`src/rtl/prog_truth_table_pkg.sv`:
```
// Shared types and constants for the programmable truth-table block.
package prog_truth_table_pkg;

  typedef enum logic {
    LD_IDLE = 1'b0,
    LD_LOAD = 1'b1
  } ld_state_e;

  // Table contents after reset; bit k is the function value for input value k.
  localparam logic [63:0] PTT_RESET_TBL = 64'hD1;

  function automatic int ptt_depth(input int n_in);
    return 1 << n_in;
  endfunction

endpackage

```
`src/rtl/prog_truth_table_if.sv`:
```
// Configuration, evaluation and hit-counter signals of prog_truth_table.
interface prog_truth_table_if #(
  parameter int N_IN  = 3,
  parameter int CNT_W = 8
);

  logic             cfg_start;
  logic             cfg_valid;
  logic             cfg_bit;
  logic             cfg_busy;
  logic             cfg_done;
  logic             in_valid;
  logic [N_IN-1:0]  in_sel;
  logic             out_valid;
  logic             f;
  logic             hit_clr;
  logic [CNT_W-1:0] hit_count;

  modport master (
    output cfg_start, cfg_valid, cfg_bit, in_valid, in_sel, hit_clr,
    input  cfg_busy, cfg_done, out_valid, f, hit_count
  );

  modport slave (
    input  cfg_start, cfg_valid, cfg_bit, in_valid, in_sel, hit_clr,
    output cfg_busy, cfg_done, out_valid, f, hit_count
  );

endinterface

```
`src/rtl/ptt_cfg_loader.sv`:
```
// Serial table loader: collects 2**N_IN bits LSB first into a shadow register
// and raises commit on the cycle the last bit arrives, with the full word on tbl.
module ptt_cfg_loader
  import prog_truth_table_pkg::*;
#(
  parameter int N_IN = 3
) (
  input  logic                          clk,
  input  logic                          rst,
  input  logic                          cfg_start,
  input  logic                          cfg_valid,
  input  logic                          cfg_bit,
  output logic                          busy,
  output logic                          commit,
  output logic [ptt_depth(N_IN)-1:0]    tbl
);

  localparam int              DEPTH    = ptt_depth(N_IN);
  localparam logic [N_IN-1:0] LAST_IDX = N_IN'(DEPTH - 1);

  ld_state_e        state_q, state_d;
  logic [N_IN-1:0]  idx_q, idx_d;
  logic [DEPTH-1:0] shadow_q, shadow_d;

  logic wr_load;
  logic last_bit;

  // A start always wins over a data bit in the same cycle.
  assign wr_load  = !cfg_start && (state_q == LD_LOAD) && cfg_valid;
  assign last_bit = wr_load && (idx_q == LAST_IDX);

  // NOTE: reset is synchronous and active-high; it lives inside the clocked
  // block so the whole block resets on a clock edge like any other update.
  always_ff @(posedge clk) begin
    if (rst) begin
      state_q  <= LD_IDLE;
      idx_q    <= '0;
      shadow_q <= '0;
    end else begin
      // NOTE: clocked state uses non-blocking assignments so every flop
      // samples the pre-edge values regardless of statement order.
      state_q  <= state_d;
      idx_q    <= idx_d;
      shadow_q <= shadow_d;
    end
  end

  always_comb begin
    // NOTE: every comb output gets a default first, so no path leaves a
    // variable unassigned and no latch is inferred.
    state_d = state_q;
    if (cfg_start) begin
      state_d = LD_LOAD;
    end else if (last_bit) begin
      state_d = LD_IDLE;
    end
  end

  always_comb begin
    idx_d    = idx_q;
    shadow_d = shadow_q;
    if (cfg_start) begin
      shadow_d = '0;
      idx_d    = '0;
      if (cfg_valid) begin
        shadow_d[0] = cfg_bit;
        idx_d       = N_IN'(1);
      end
    end else if (wr_load) begin
      shadow_d[idx_q] = cfg_bit;
      idx_d           = last_bit ? '0 : idx_q + 1'b1;
    end
  end

  always_comb begin
    busy   = (state_q == LD_LOAD);
    commit = last_bit;
    tbl    = shadow_d;
  end

endmodule

```
`src/rtl/prog_truth_table.sv`:
```
// Runtime-loadable N-input Boolean function: active table, registered lookup
// with valid strobe, and a saturating count of true results.
module prog_truth_table
  import prog_truth_table_pkg::*;
#(
  parameter int          N_IN        = 3,
  parameter logic [63:0] DEFAULT_TBL = PTT_RESET_TBL,
  parameter int          CNT_W       = 8
) (
  input logic          clk,
  input logic          rst,
  prog_truth_table_if.slave bus
);

  localparam int DEPTH = ptt_depth(N_IN);

  logic             ld_busy;
  logic             ld_commit;
  logic [DEPTH-1:0] ld_tbl;

  logic [DEPTH-1:0] active_q, active_d;
  logic             out_valid_q, out_valid_d;
  logic             f_q, f_d;
  logic             cfg_done_q, cfg_done_d;
  logic [CNT_W-1:0] hit_q, hit_d;
  logic             lookup;

  ptt_cfg_loader #(
    .N_IN (N_IN)
  ) u_loader (
    .clk       (clk),
    .rst       (rst),
    .cfg_start (bus.cfg_start),
    .cfg_valid (bus.cfg_valid),
    .cfg_bit   (bus.cfg_bit),
    .busy      (ld_busy),
    .commit    (ld_commit),
    .tbl       (ld_tbl)
  );

  // The lookup reads the pre-commit table, so an evaluation in the commit
  // cycle still sees the old function and a partial table is never used.
  assign lookup = active_q[bus.in_sel];

  always_comb begin
    active_d    = ld_commit ? ld_tbl : active_q;
    cfg_done_d  = ld_commit;
    out_valid_d = bus.in_valid;
    f_d         = bus.in_valid ? lookup : f_q;
  end

  // Counting at the edge that produces the result keeps hit_count in step
  // with out_valid/f; clear wins over a simultaneous true result.
  always_comb begin
    hit_d = hit_q;
    if (bus.hit_clr) begin
      hit_d = '0;
    end else if (bus.in_valid && lookup && (hit_q != '1)) begin
      hit_d = hit_q + 1'b1;
    end
  end

  always_ff @(posedge clk) begin
    if (rst) begin
      active_q    <= DEFAULT_TBL[DEPTH-1:0];
      cfg_done_q  <= 1'b0;
      out_valid_q <= 1'b0;
      f_q         <= 1'b0;
      hit_q       <= '0;
    end else begin
      active_q    <= active_d;
      cfg_done_q  <= cfg_done_d;
      out_valid_q <= out_valid_d;
      f_q         <= f_d;
      hit_q       <= hit_d;
    end
  end

  assign bus.cfg_busy  = ld_busy;
  assign bus.cfg_done  = cfg_done_q;
  assign bus.out_valid = out_valid_q;
  assign bus.f         = f_q;
  assign bus.hit_count = hit_q;

endmodule
```
`src/flat_wrapper.sv`:
```
// flat-port wrapper written by rule: the top's interface ports become plain ports
module prog_truth_table_flat import prog_truth_table_pkg::*;
#(
  parameter int          N_IN        = 3,
  parameter logic [63:0] DEFAULT_TBL = PTT_RESET_TBL,
  parameter int          CNT_W       = 8
)
  (clk, rst, bus_cfg_start, bus_cfg_valid, bus_cfg_bit, bus_in_valid, bus_in_sel, bus_hit_clr, bus_cfg_busy, bus_cfg_done, bus_out_valid, bus_f, bus_hit_count);
  prog_truth_table_if #(.N_IN(N_IN), .CNT_W(CNT_W)) bus_i ();
  input logic clk;
  input logic rst;
  input wire logic [$bits(bus_i.cfg_start)-1:0] bus_cfg_start;
  input wire logic [$bits(bus_i.cfg_valid)-1:0] bus_cfg_valid;
  input wire logic [$bits(bus_i.cfg_bit)-1:0] bus_cfg_bit;
  input wire logic [$bits(bus_i.in_valid)-1:0] bus_in_valid;
  input wire logic [$bits(bus_i.in_sel)-1:0] bus_in_sel;
  input wire logic [$bits(bus_i.hit_clr)-1:0] bus_hit_clr;
  output wire logic [$bits(bus_i.cfg_busy)-1:0] bus_cfg_busy;
  output wire logic [$bits(bus_i.cfg_done)-1:0] bus_cfg_done;
  output wire logic [$bits(bus_i.out_valid)-1:0] bus_out_valid;
  output wire logic [$bits(bus_i.f)-1:0] bus_f;
  output wire logic [$bits(bus_i.hit_count)-1:0] bus_hit_count;
  assign bus_i.cfg_start = bus_cfg_start;
  assign bus_i.cfg_valid = bus_cfg_valid;
  assign bus_i.cfg_bit = bus_cfg_bit;
  assign bus_i.in_valid = bus_in_valid;
  assign bus_i.in_sel = bus_in_sel;
  assign bus_i.hit_clr = bus_hit_clr;
  assign bus_cfg_busy = bus_i.cfg_busy;
  assign bus_cfg_done = bus_i.cfg_done;
  assign bus_out_valid = bus_i.out_valid;
  assign bus_f = bus_i.f;
  assign bus_hit_count = bus_i.hit_count;
  prog_truth_table #(.N_IN(N_IN), .DEFAULT_TBL(DEFAULT_TBL), .CNT_W(CNT_W)) u_core (.clk(clk), .rst(rst), .bus(bus_i));
endmodule
```
`config.mk`:
```
export PLATFORM = sky130hd
export DESIGN_NAME = prog_truth_table_flat
export DESIGN_NICKNAME = d
export VERILOG_FILES = /design/src/rtl/prog_truth_table_pkg.sv /design/src/rtl/prog_truth_table_if.sv /design/src/rtl/ptt_cfg_loader.sv /design/src/rtl/prog_truth_table.sv /design/src/flat_wrapper.sv
export SDC_FILE = /design/constraint.sdc
export NUM_CORES = 1
export LEC_CHECK = 0
export CAP_MARGIN = 20
export CORE_MARGIN = 2
export CORE_UTILIZATION = 57
export CTS_CLUSTER_DIAMETER = 40
export CTS_CLUSTER_SIZE = 10
export DETAILED_ROUTE_END_ITERATION = 7
export HOLD_SLACK_MARGIN = 0.12
export PLACE_DENSITY = 0.9
export SLEW_MARGIN = 20
export SYNTH_ARGS = -nofsm -noshare
export SYNTH_HDL_FRONTEND = slang
export SYNTH_SLANG_ARGS = --single-unit
```
`constraint.sdc`:
```
create_clock -name clk -period 3 [get_ports clk]
set_input_delay 0.6 -clock clk [delete_from_list [all_inputs] [get_ports clk]]
set_output_delay 0.6 -clock clk [all_outputs]
set_load 0.05 [all_outputs]
```
### Word-level counts from Yosys, hierarchy flattened

Cells that the tools add are included.

* magnitude comparators: 3
* add/subtract/negate cells: 2
* mux-type cells: 14
* reductions and logical operators: 10
* equal/unequal tests: 2

Operator list (number)
* $mux W8: 2
* $mux W3: 3
* $add A8 B1 Y8 const B: 1
* $bwmux W8: 1
* $lt A3 B4 Y1 const B: 2
* $ne A8 B8 Y1 const B: 1
* $logic_and A1 B1 Y1: 6
* $mux W1: 6
* $reduce_bool A2 Y1: 2
* $add A3 B1 Y3 const B: 1
* $bmux W1 S3: 1
* $demux W1 S3: 1
* $eq A3 B3 Y1 const B: 1
* $ge A3 B1 Y1 const B: 1
* $reduce_or A2 Y1: 1
* $logic_not A1 Y1: 1

* word-level logic and storage cells: 39
* bits in registers: 31

### Logic depth before layout (Yosys ltp)

* depth after elaboration: 7
* mapped depth: 7
* depth with buffers taken out: 6

### Cells and area by module

From an unflattened synthesis, not the netlist that was laid out.

* cell total of the unflattened synthesis: 181
* area, all modules: 1620.3 µm²

Modules (own cells, without submodules)
* prog_truth_table: cells each 99, area each 939.7 µm², times used 1, seq. area each 380.4 µm²
* ptt_cfg_loader: cells each 82, area each 680.7 µm², times used 1, seq. area each 240.2 µm²

### Worst setup path before layout

OpenSTA, ideal clock, no wires.

* kind: register to register
* start: register u_core.hit_q[3], in the netlist u_core.bus.hit_count[3]
* end: register u_core.hit_q[7], in the netlist u_core.bus.hit_count[7]
* data required time: 2930 ps
* path slack: 1244 ps
* library setup time: 70 ps
* arrival: 1686 ps
* buffers on the path: 0
* period minus slack after synthesis: 1756 ps
* stages on the path, launching flop included: 5
* cells stage by stage: dfxtp_1 -> nand4_1 -> nand3b_1 -> or4_1 -> a21oi_1

* longest elaborated chain between the ends: 2

RTL lines
* start: declaration: line prog_truth_table.sv:25 `logic [CNT_W-1:0] hit_q, hit_d;`
* start signal: assignment: line prog_truth_table.sv:75 `hit_q <= hit_d;`
* parallel branches: the longest is 2 deep, another holds $add A8 B1 Y8

Several ways; the timed one is not identified.
A chain may end at the register's enable or synchronous reset.

### Final worst setup path

* start: register u_core.u_loader.state_q, in the netlist u_core.u_loader.busy
* end: output port bus_cfg_busy

RTL lines
* start: declaration: line ptt_cfg_loader.sv:21 `ld_state_e state_q, state_d;`
* start signal: assignment: line ptt_cfg_loader.sv:42 `state_q <= state_d;`
* end: declaration: line flat_wrapper.sv:18 `output wire logic [$bits(bus_i.cfg_busy)-1:0] bus_cfg_busy;`

No word-level cell between the ends.

==> impl_metrics.env <==
export IMPL_cts_buffer_depth=2
export IMPL_setup_ws_ns=0.7786
export IMPL_status="finished clean"
export IMPL_final_nets=201
export IMPL_ys_warn_count=0
export IMPL_drt_initial_drc_count=41
export IMPL_n_fill_cell=187
export IMPL_antenna_found_initial=0
export IMPL_finalSetupViolCount=0
export IMPL_fin_crit_sh_pct=74.05
export IMPL_fmax_mhz=450.2
export IMPL_numPortBuffers=21
export IMPL_groute_usage_overall_pct=25.17
export IMPL_grt_max_degree=16
export IMPL_hold_class="flip-flop to flip-flop"
export IMPL_synth_seq_area_share_pct=42.28
export IMPL_hpwl_um=2384
export IMPL_first_pass_iters=4
export IMPL_grt_first_pass_wirelength_um=5313
export IMPL_hold_path_end="u_core.bus.f"
export IMPL_synth_ff_type="dfxtp_1"
export IMPL_die_w_um=54.74
export IMPL_slowest_delay_ns=0.85
export IMPL_drc=0
export IMPL_synth_cells=167
export IMPL_gp_congestion=0.8044
export IMPL_placed_area_um2=1688
export IMPL_period_minus_slack_ns=2.221
export IMPL_pre_cts_slack_ns=0.6548
export IMPL_worstPathCellList="clkdlybuf4s50_1"
export IMPL_netlist_area_um2=1468
export IMPL_cp_slowest_cell="clkdlybuf4s50_1"
export IMPL_cts_tree="yes"
export IMPL_final_cell_mix="31 x dfxtp_1, 22 x nor2_1, 21 x clkdlybuf4s50_1"
export IMPL_start_util_pct=59.79
export IMPL_hold_path_cell_count=2
export IMPL_critical_path_class="flip-flop to output port"
export IMPL_power_density_nw_per_um2=426.9
export IMPL_crit_required_ns=2.40
export IMPL_rsz0062_at_grt="false"
export IMPL_r2r_start="u_core.u_loader.idx_q[1]"
export IMPL_cts_sinks=31
export IMPL_boundaryPins=22
export IMPL_diodes=0
export IMPL_drt_wl_total_um=3187
export IMPL_maxCapViolCount=0
export IMPL_synth_async_sr_flop_share_pct=0
export IMPL_timing_worst_slew_pin_value_ns=0.5368
export IMPL_ctsHtreeMaxLevel=2
export IMPL_post_cts_buffers=0
export IMPL_critPathCaptureType="output port"
export IMPL_fin_skew_ns=0.009343
export IMPL_clkTransAtPathRegs_ns=0.10
export IMPL_syn2layout_area_growth_pct=18.84
export IMPL_cts_buffers=5
export IMPL_total_power_w=0.0007446
export IMPL_r2r_cells=6
export IMPL_finalHoldViolations=0
export IMPL_wl_per_cell_um=14.62
export IMPL_overflow=0
export IMPL_r2r_setup_slack_ns=1.08
export IMPL_drtAntennaViolNets=0
export IMPL_synth_net_count=180
export IMPL_p_leak_nw=0.6192
export IMPL_root_buffer="clkbuf_4"
export IMPL_synth_cell_type_count=36
export IMPL_clock_latency_ns=0.33
export IMPL_worstHoldStart="u_core.bus.f"
export IMPL_post_route_cell_area_um2=1744
export IMPL_path_buf_inv=1
export IMPL_cts_resized=0
export IMPL_crit_family="buffers and inverters"
export IMPL_final_common_cell="dfxtp_1"
export IMPL_vias_per_cell=6.037
export IMPL_die_height_um=54.74
export IMPL_synth_edff_count=0
export IMPL_synth_seq_cells=31
export IMPL_num_vias=1316
export IMPL_synth_avg_cell_area_um2=8.788
export IMPL_final_max_slew_viol_count=0
export IMPL_fin_tns_setup_ns=0
export IMPL_cp_max_fo=7
export IMPL_worst_ep_arrival_time_ns=1.62
export IMPL_slew_headroom_pct=64.10
export IMPL_drive_gt1_share_pct=10.11
export IMPL_hold_buffers=0
export IMPL_die_area_um2=2996
export IMPL_r2r_end="u_core.active_q[0]"
export IMPL_peakVddDrop_uv=424.9
export IMPL_rows=18
export IMPL_core_um2=2455
export IMPL_grt_pass1_vias=1247
export IMPL_startpoint_type="flip-flop"
==> flip-flops by register name (all words and copies together), names as in the netlist <==
register	count
u_core.bus.hit_count	8
u_core.u_loader.idx_q	3
u_core.bus.f	1
u_core.u_loader.shadow_q	8
u_core.u_loader.busy	1
u_core.active_q	8
u_core.bus.out_valid	1
u_core.bus.cfg_done	1
==> synth_stat cells, types with 2 or more instances <==
master    count  area, um2
o311ai_0      2      17.52
o211ai_1      3      22.52
nor4_1        3      18.77
and3_1        2      12.51
nor3_1        2      10.01
ha_1          3      37.54
nand3b_1      4      30.03
mux2_2        4      45.04
o31ai_1       3      22.52
nor3b_1       5      37.54
or3_1         2      12.51
dfxtp_1      31      620.6
nand3_1       8      40.04
a211oi_1      5      37.54
or4_1         2      15.01
or2_2         4      25.02
o21ai_0       4      20.02
clkbuf_1      6      22.52
nor2_1       22      82.58
a21oi_1       8      40.04
mux2i_1      10      100.1
nand2b_1      2      12.51
nand2_1      16      60.06
inv_1         4      15.01
==> logic make-up (layout without fill, tap and decap cells) <==
kind of cell	Yosys count	after routing	synth area share, %
AOI/OAI and AO/OA	33	33	16.20
adders and majority gates	3	3	2.558
buffers and inverters	11	32	2.898
DFF	31	31	42.29
muxes	14	14	9.889
and+or+nand+nor	75	75	26.17
==> final cells by class <==
type	instances	area, um2	area share [%]
inverters	4	15.01	0.8608
well taps	30	37.54	2.152
repair buffers	21	210.2	12.05
flip-flops and latches	31	620.6	35.58
clock buffers	6	51.30	2.941
multi-input cells	125	804.5	46.13
clock inverters	1	5.005	0.2869
==> layer usage <==
metal  wire (um)  global-route usage (%)
met1        1350                   26.09
met2        1569                   44.05
met3         153                   8.197
met4         113                   14.17
met5           0                       0
==> stage by stage <==
step,instances,utilization (%),hold slack [ns]
after global routing,218,71.05,0.5003
after floorplan,167,-,0.4367
after CTS,218,71.05,0.4698
after global placement,211,68.76,0.4468
after detailed placement,211,68.76,0.4531
final,218,71.05,0.4681
==> power breakdown <==
group          leakage (nW)  internal, W  switching [W]  total [W]
sequential            0.251     0.000416     0.00000477   0.000421
clock                0.0341     0.000108       0.000139   0.000247
combinational         0.334    0.0000316      0.0000449  0.0000765
total                 0.619     0.000556       0.000188   0.000745
==> worst max path at each step <==
| stage | endpoint | cells past startpoint | start |
|---|---|---|---|
| CTS | bus_cfg_busy | 1 | u_core.u_loader.busy |
| floorplan | u_core.bus.hit_count[7] | 4 | u_core.bus.hit_count[3] |
| finish | bus_cfg_busy | 1 | u_core.u_loader.busy |
| global route | bus_hit_count[2] | 1 | u_core.bus.hit_count[2] |
| detailed placement | u_core.bus.hit_count[6] | 5 | bus_in_sel[0] |
| global placement | u_core.bus.hit_count[4] | 5 | bus_in_sel[0] |
(Power assumes the default switching activity.)
